`src/rtl/sample_sequencer_if.sv`:
```
// Pacing/sample inputs and strobe/state outputs of the sample sequencer.
interface sample_sequencer_if;
  logic       tick;
  logic       active;
  logic [1:0] log;
  logic       en_in;
  logic       en_out;
  logic [1:0] est;
  logic       busy;

  modport master (output tick, active, log, input en_in, en_out, est, busy);
  modport slave  (input tick, active, log, output en_in, en_out, est, busy);
endinterface

```
`src/rtl/sample_sequencer.sv`:
```
// Sense/decide/actuate sequencer: strobes the input register each sample period and the output
// register when a newly stable logic value appears. Optional macro: ALARM_FASTPATH_EN.
module sample_sequencer #(
  parameter int unsigned PERIOD_TICKS = 4,
  parameter int unsigned STABLE_N     = 3
) (
  input  logic               clk,
  input  logic               rst,
  sample_sequencer_if.slave  sq
);

  localparam int unsigned      CNT_W     = 4;
  localparam logic [CNT_W-1:0] STAB_MAX  = CNT_W'(STABLE_N);
  localparam logic [CNT_W-1:0] HOLD_LAST = CNT_W'(PERIOD_TICKS - 1);

  // Encoding doubles as the display state code.
  typedef enum logic [1:0] {
    S_IDLE   = 2'b00,
    S_SAMPLE = 2'b01,
    S_EVAL   = 2'b10,
    S_HOLD   = 2'b11
  } state_t;

  state_t           r_state;
  logic [CNT_W-1:0] r_hold_cnt;
  logic [CNT_W-1:0] r_stab_cnt;
  logic [1:0]       r_cand;
  logic [1:0]       r_committed;
  logic             r_en_in;
  logic             r_en_out;
  logic             r_busy;

  state_t           w_state_nxt;
  logic [CNT_W-1:0] w_hold_nxt;
  logic [CNT_W-1:0] w_stab_nxt;
  logic [1:0]       w_cand_nxt;
  logic [1:0]       w_comm_nxt;
  logic             w_commit;

  // Next-state, counter and filter update.
  always_comb begin
    w_state_nxt = r_state;
    w_hold_nxt  = r_hold_cnt;
    w_stab_nxt  = r_stab_cnt;
    w_cand_nxt  = r_cand;
    w_comm_nxt  = r_committed;
    w_commit    = 1'b0;

    case (r_state)
      S_IDLE: begin
        if (sq.tick && sq.active) w_state_nxt = S_SAMPLE;
      end
      S_SAMPLE: begin
        w_state_nxt = S_EVAL;
      end
      S_EVAL: begin
        w_cand_nxt = sq.log;
        if (sq.log == r_cand) begin
          w_stab_nxt = (r_stab_cnt >= STAB_MAX) ? STAB_MAX : r_stab_cnt + CNT_W'(1);
        end else begin
          w_stab_nxt = CNT_W'(1);
        end
`ifdef ALARM_FASTPATH_EN
        // A new alarm value skips the debounce; its release does not.
        if (sq.log[1] && (sq.log != r_committed)) w_stab_nxt = STAB_MAX;
`endif
        w_commit = (w_stab_nxt == STAB_MAX) && (w_cand_nxt != r_committed);
        if (w_commit) w_comm_nxt = w_cand_nxt;
        w_hold_nxt  = '0;
        w_state_nxt = S_HOLD;
      end
      S_HOLD: begin
        if (!sq.active) begin
          w_state_nxt = S_IDLE;
          w_hold_nxt  = '0;
        end else if (sq.tick) begin
          if (r_hold_cnt >= HOLD_LAST) begin
            w_state_nxt = S_SAMPLE;
            w_hold_nxt  = '0;
          end else begin
            w_hold_nxt = r_hold_cnt + CNT_W'(1);
          end
        end
      end
      default: begin
        w_state_nxt = S_IDLE;
      end
    endcase
  end

  // State, counters and output strobes, registered so they line up with the state code.
  always_ff @(posedge clk) begin
    if (rst) begin
      r_state     <= S_IDLE;
      r_hold_cnt  <= '0;
      r_stab_cnt  <= '0;
      r_cand      <= '0;
      r_committed <= '0;
      r_en_in     <= 1'b0;
      r_en_out    <= 1'b0;
      r_busy      <= 1'b0;
    end else begin
      r_state     <= w_state_nxt;
      r_hold_cnt  <= w_hold_nxt;
      r_stab_cnt  <= w_stab_nxt;
      r_cand      <= w_cand_nxt;
      r_committed <= w_comm_nxt;
      r_en_in     <= (w_state_nxt == S_SAMPLE);
      r_en_out    <= w_commit;
      r_busy      <= (w_state_nxt != S_IDLE);
    end
  end

  assign sq.en_in  = r_en_in;
  assign sq.en_out = r_en_out;
  assign sq.est    = r_state;
  assign sq.busy   = r_busy;

endmodule

```
`src/flat_wrapper.sv`:
```
// flat-port wrapper written by rule: the top's interface ports become plain ports
module sample_sequencer_flat 
#(
  parameter int unsigned PERIOD_TICKS = 4,
  parameter int unsigned STABLE_N     = 3
)
  (clk, rst, sq_tick, sq_active, sq_log, sq_en_in, sq_en_out, sq_est, sq_busy);
  sample_sequencer_if sq_i ();
  input  logic clk;
  input  logic rst;
  input wire logic [$bits(sq_i.tick)-1:0] sq_tick;
  input wire logic [$bits(sq_i.active)-1:0] sq_active;
  input wire logic [$bits(sq_i.log)-1:0] sq_log;
  output wire logic [$bits(sq_i.en_in)-1:0] sq_en_in;
  output wire logic [$bits(sq_i.en_out)-1:0] sq_en_out;
  output wire logic [$bits(sq_i.est)-1:0] sq_est;
  output wire logic [$bits(sq_i.busy)-1:0] sq_busy;
  assign sq_i.tick = sq_tick;
  assign sq_i.active = sq_active;
  assign sq_i.log = sq_log;
  assign sq_en_in = sq_i.en_in;
  assign sq_en_out = sq_i.en_out;
  assign sq_est = sq_i.est;
  assign sq_busy = sq_i.busy;
  sample_sequencer #(.PERIOD_TICKS(PERIOD_TICKS), .STABLE_N(STABLE_N)) u_core (.clk(clk), .rst(rst), .sq(sq_i));
endmodule
```
`config.mk`:
```
export PLATFORM = sky130hd
export DESIGN_NAME = sample_sequencer_flat
export DESIGN_NICKNAME = d
export VERILOG_FILES = /design/src/rtl/sample_sequencer_if.sv /design/src/rtl/sample_sequencer.sv /design/src/flat_wrapper.sv
export SDC_FILE = /design/constraint.sdc
export NUM_CORES = 1
export LEC_CHECK = 0
export ABC_CLOCK_PERIOD_IN_PS = 2740
export BUFFER_PORTS_ARGS = -buffer_cell sky130_fd_sc_hd__buf_2
export CAP_MARGIN = 20
export CELL_PAD_IN_SITES_DETAIL_PLACEMENT = 0
export CELL_PAD_IN_SITES_GLOBAL_PLACEMENT = 1
export CORE_AREA = 4 4 54 44
export CTS_CLUSTER_SIZE = 16
export DETAILED_ROUTE_END_ITERATION = 16
export DIE_AREA = 0 0 58 48
export GPL_TIMING_DRIVEN = 0
export PLACE_DENSITY = 0.71
export SYNTH_ARGS = -nofsm -noshare
export SYNTH_HDL_FRONTEND = slang
export SYNTH_SLANG_ARGS = --single-unit
export TNS_END_PERCENT = 100
```
`constraint.sdc`:
```
create_clock -name clk -period 2.74 [get_ports clk]
set_input_delay 0.411 -clock clk [delete_from_list [all_inputs] [get_ports clk]]
set_output_delay 0.411 -clock clk [all_outputs]
set_load 0.01 [all_outputs]
```
==> impl_metrics.env <==
export IMPL_finalCoreUtilization_pct=45.7
export IMPL_crit_type="register to register"
export IMPL_diodes=0
export IMPL_nNetsFinal=100
export IMPL_fin_crit_sh_pct=58.6
export IMPL_p_total_uw=462
export IMPL_power_density_nw_per_um2=534
export IMPL_ys_seq_area_share_pct=44.7
export IMPL_cts_buffers=3
export IMPL_numPortBuffers=9
export IMPL_start_util_pct=40.3
export IMPL_routedWlPerCell_um=12.2
export IMPL_grt_pass1_wl_mm=2.30
export IMPL_irDropWorstVdd_uv=267
export IMPL_area_growth_pct=13.5
export IMPL_ys_warn_count=0
export IMPL_clock_path_buffers=2
export IMPL_max_slew_margin_rel_pct=52.5
export IMPL_die_x_um=58
export IMPL_p_leak_uw=0.000328
export IMPL_whs_path_depth=3
export IMPL_antenna_found_initial=0
export IMPL_final_area_um2=865
export IMPL_end_kind="register"
export IMPL_worstHoldStart="sq_log[0]"
export IMPL_yosys_most_used_dff="dfxtp_1"
export IMPL_crit_fanout=4
export IMPL_gr_total_overflow=0
export IMPL_grt_pass1_vias=488
export IMPL_setup_viol=0
export IMPL_reg2reg_depth=4
export IMPL_rows=14
export IMPL_hold_viol_final=0
export IMPL_rsz0062_at_grt="no"
export IMPL_drive_gt1_share_pct=22.0
export IMPL_finalMaxSlewViolations=0
export IMPL_core_um2=1890
export IMPL_r2r_slack_ps=1130
export IMPL_r2r_end="u_core.r_hold_cnt[0]"
export IMPL_synth_cells=78
export IMPL_r2r_start="u_core.r_hold_cnt[0]"
export IMPL_wirelength_mm=1.41
export IMPL_dieArea_um2=2780
export IMPL_tns_ps=0
export IMPL_post_cts_buffers=0
export IMPL_track_usage_pct=11.6
export IMPL_ys_types=32
export IMPL_synth_seq_cells=17
export IMPL_arrival_ps=1820
export IMPL_holdBufCountCts=0
export IMPL_final_cell_mix="17 x dfxtp_1, 9 x buf_2, 7 x nand2b_1"
export IMPL_syn_nets=86
export IMPL_first_pass_iters=4
export IMPL_grt_max_degree=11
export IMPL_num_vias=577
export IMPL_place_gp_congestion=0.747
export IMPL_drc=0
export IMPL_async_flop_share_pct=0
export IMPL_placed_cell_area_um2=837
export IMPL_tritoncts="yes"
export IMPL_fmaxAchievable_mhz=623
export IMPL_synth_edff_count=0
export IMPL_clock_skew_ps=10.8
export IMPL_maxCapViolations=0
export IMPL_ant_nets=0
export IMPL_hold_path_end="u_core.r_cand[0]"
export IMPL_cts_root_buf="clkbuf_4"
export IMPL_cts_sinks=17
export IMPL_h_tree_depth=1
export IMPL_cts_repair_resized=0
export IMPL_die_y_um=48
export IMPL_required_ps=2960
export IMPL_worst_slew_pin_slew_ps=703
export IMPL_avgViaCountPerCell=5.02
export IMPL_synthesis_area_um2=762
export IMPL_avgSynthCellArea_um2=9.77
export IMPL_outcome="finished clean"
export IMPL_worstSkewPairLatency_ps=290
export IMPL_drtIter0Drc=9
export IMPL_layout_commonest_cell="dfxtp_1"
export IMPL_period_needed_ps=1610
export IMPL_hold_class="input pin to register"
export IMPL_clk_pin_slew_ps=100
export IMPL_cp_start_kind="register"
export IMPL_pin_count=11
export IMPL_hpwl_mm=1.06
-- kinds of logic (layout without fill, tap and decap cells) --
kind of cell / count (synthesis) / after routing / share of synthesized area [%]
AND/OR/NAND/NOR: 34 / 34 / 27.1
flip-flops: 17 / 17 / 44.7
AO/OA/AOI/OAI: 15 / 15 / 14.8
XOR/XNOR: 4 / 4 / 4.60
buffers and inverters: 4 / 17 / 2.96
adder cells (fa/ha/maj): 2 / 2 / 3.28
multiplexers: 2 / 2 / 2.63
-- registers in the layout (all words and copies together) (netlist names) --
name and flops:
u_core.r_hold_cnt 4, u_core.r_stab_cnt 4, u_core.r_cand 2, u_core.r_committed 2
u_core.sq.est 2, u_core.sq.busy 1, u_core.sq.en_in 1, u_core.sq.en_out 1
-- cell type report --
type / count / area (um2)
fillers: 184 / 1030
multi-input cells: 57 / 399
flip-flops and latches: 17 / 340
repair buffers: 9 / 45.0
well taps: 24 / 30.0
clock buffers: 3 / 22.5
plain buffers: 3 / 18.8
clock inverters: 1 / 5.00
inverters: 1 / 3.75
-- critical path, cell delays in order, from the launching register on --
cell      delay, ps
dfxtp_1         350
ha_1            190
nor4b_1         590
a31oi_1         170
a211oi_1        230
-- through the flow --
stage	cells	setup WS [ps]	hold WS, ps
2_1_floorplan	78	1380	436
3_3_place_gp	111	1180	447
3_5_place_dp	111	1160	457
4_1_cts	115	1170	396
5_1_grt	115	998	396
6_report	115	1130	405
-- Yosys cell counts (all sizes together) (2+ instances only) --
master	instances	area [um2]
o21ai	2	10.0
nand2	6	22.5
ha	2	25.0
mux2i	2	20.0
nor3b	4	30.0
and2b	2	17.5
nor2	3	11.3
nor3	2	10.0
dfxtp	17	340
xnor2	2	17.5
nand2b	7	43.8
clkbuf	2	7.51
xor2	2	17.5
a31oi	2	12.5
a21oi	6	30.0
and2	2	13.8
-- per-layer routing --
| metal | GRT usage, % | routed length [um] | up-vias | part of all wire [%] |
|---|---|---|---|---|
| li1 | - | - | 303 | - |
| met1 | 14.9 | 751 | 264 | 53 |
| met3 | 5.39 | 75 | 2 | 5.3 |
| met2 | 17.3 | 564 | 8 | 40 |
| met5 | 0 | 0 | - | 0 |
| met4 | 4.17 | 16 | 0 | 1.1 |
-- worst max path at each step --
stage                      endpoint  slack (ps)  cells past startpoint                 start
2_1_floorplan  u_core.r_stab_cnt[1]        1380                      4      u_core.sq.est[1]
3_3_place_gp         u_core.sq.busy        1180                      4             sq_active
3_5_place_dp   u_core.r_hold_cnt[0]        1160                      4             sq_active
4_1_cts        u_core.r_hold_cnt[0]        1170                      4  u_core.r_hold_cnt[0]
5_1_grt              u_core.sq.busy        1000                      4  u_core.r_hold_cnt[0]
6_report       u_core.r_hold_cnt[0]        1130                      4  u_core.r_hold_cnt[0]
-- power by group --
group	switching (uW)	total, uW	internal [uW]
logic	37.1	65.3	28.1
registers	7.86	264	256
clock network	77.9	132	54.3
total	123	462	339
No activity file was read; power rests on OpenSTA's default activity.
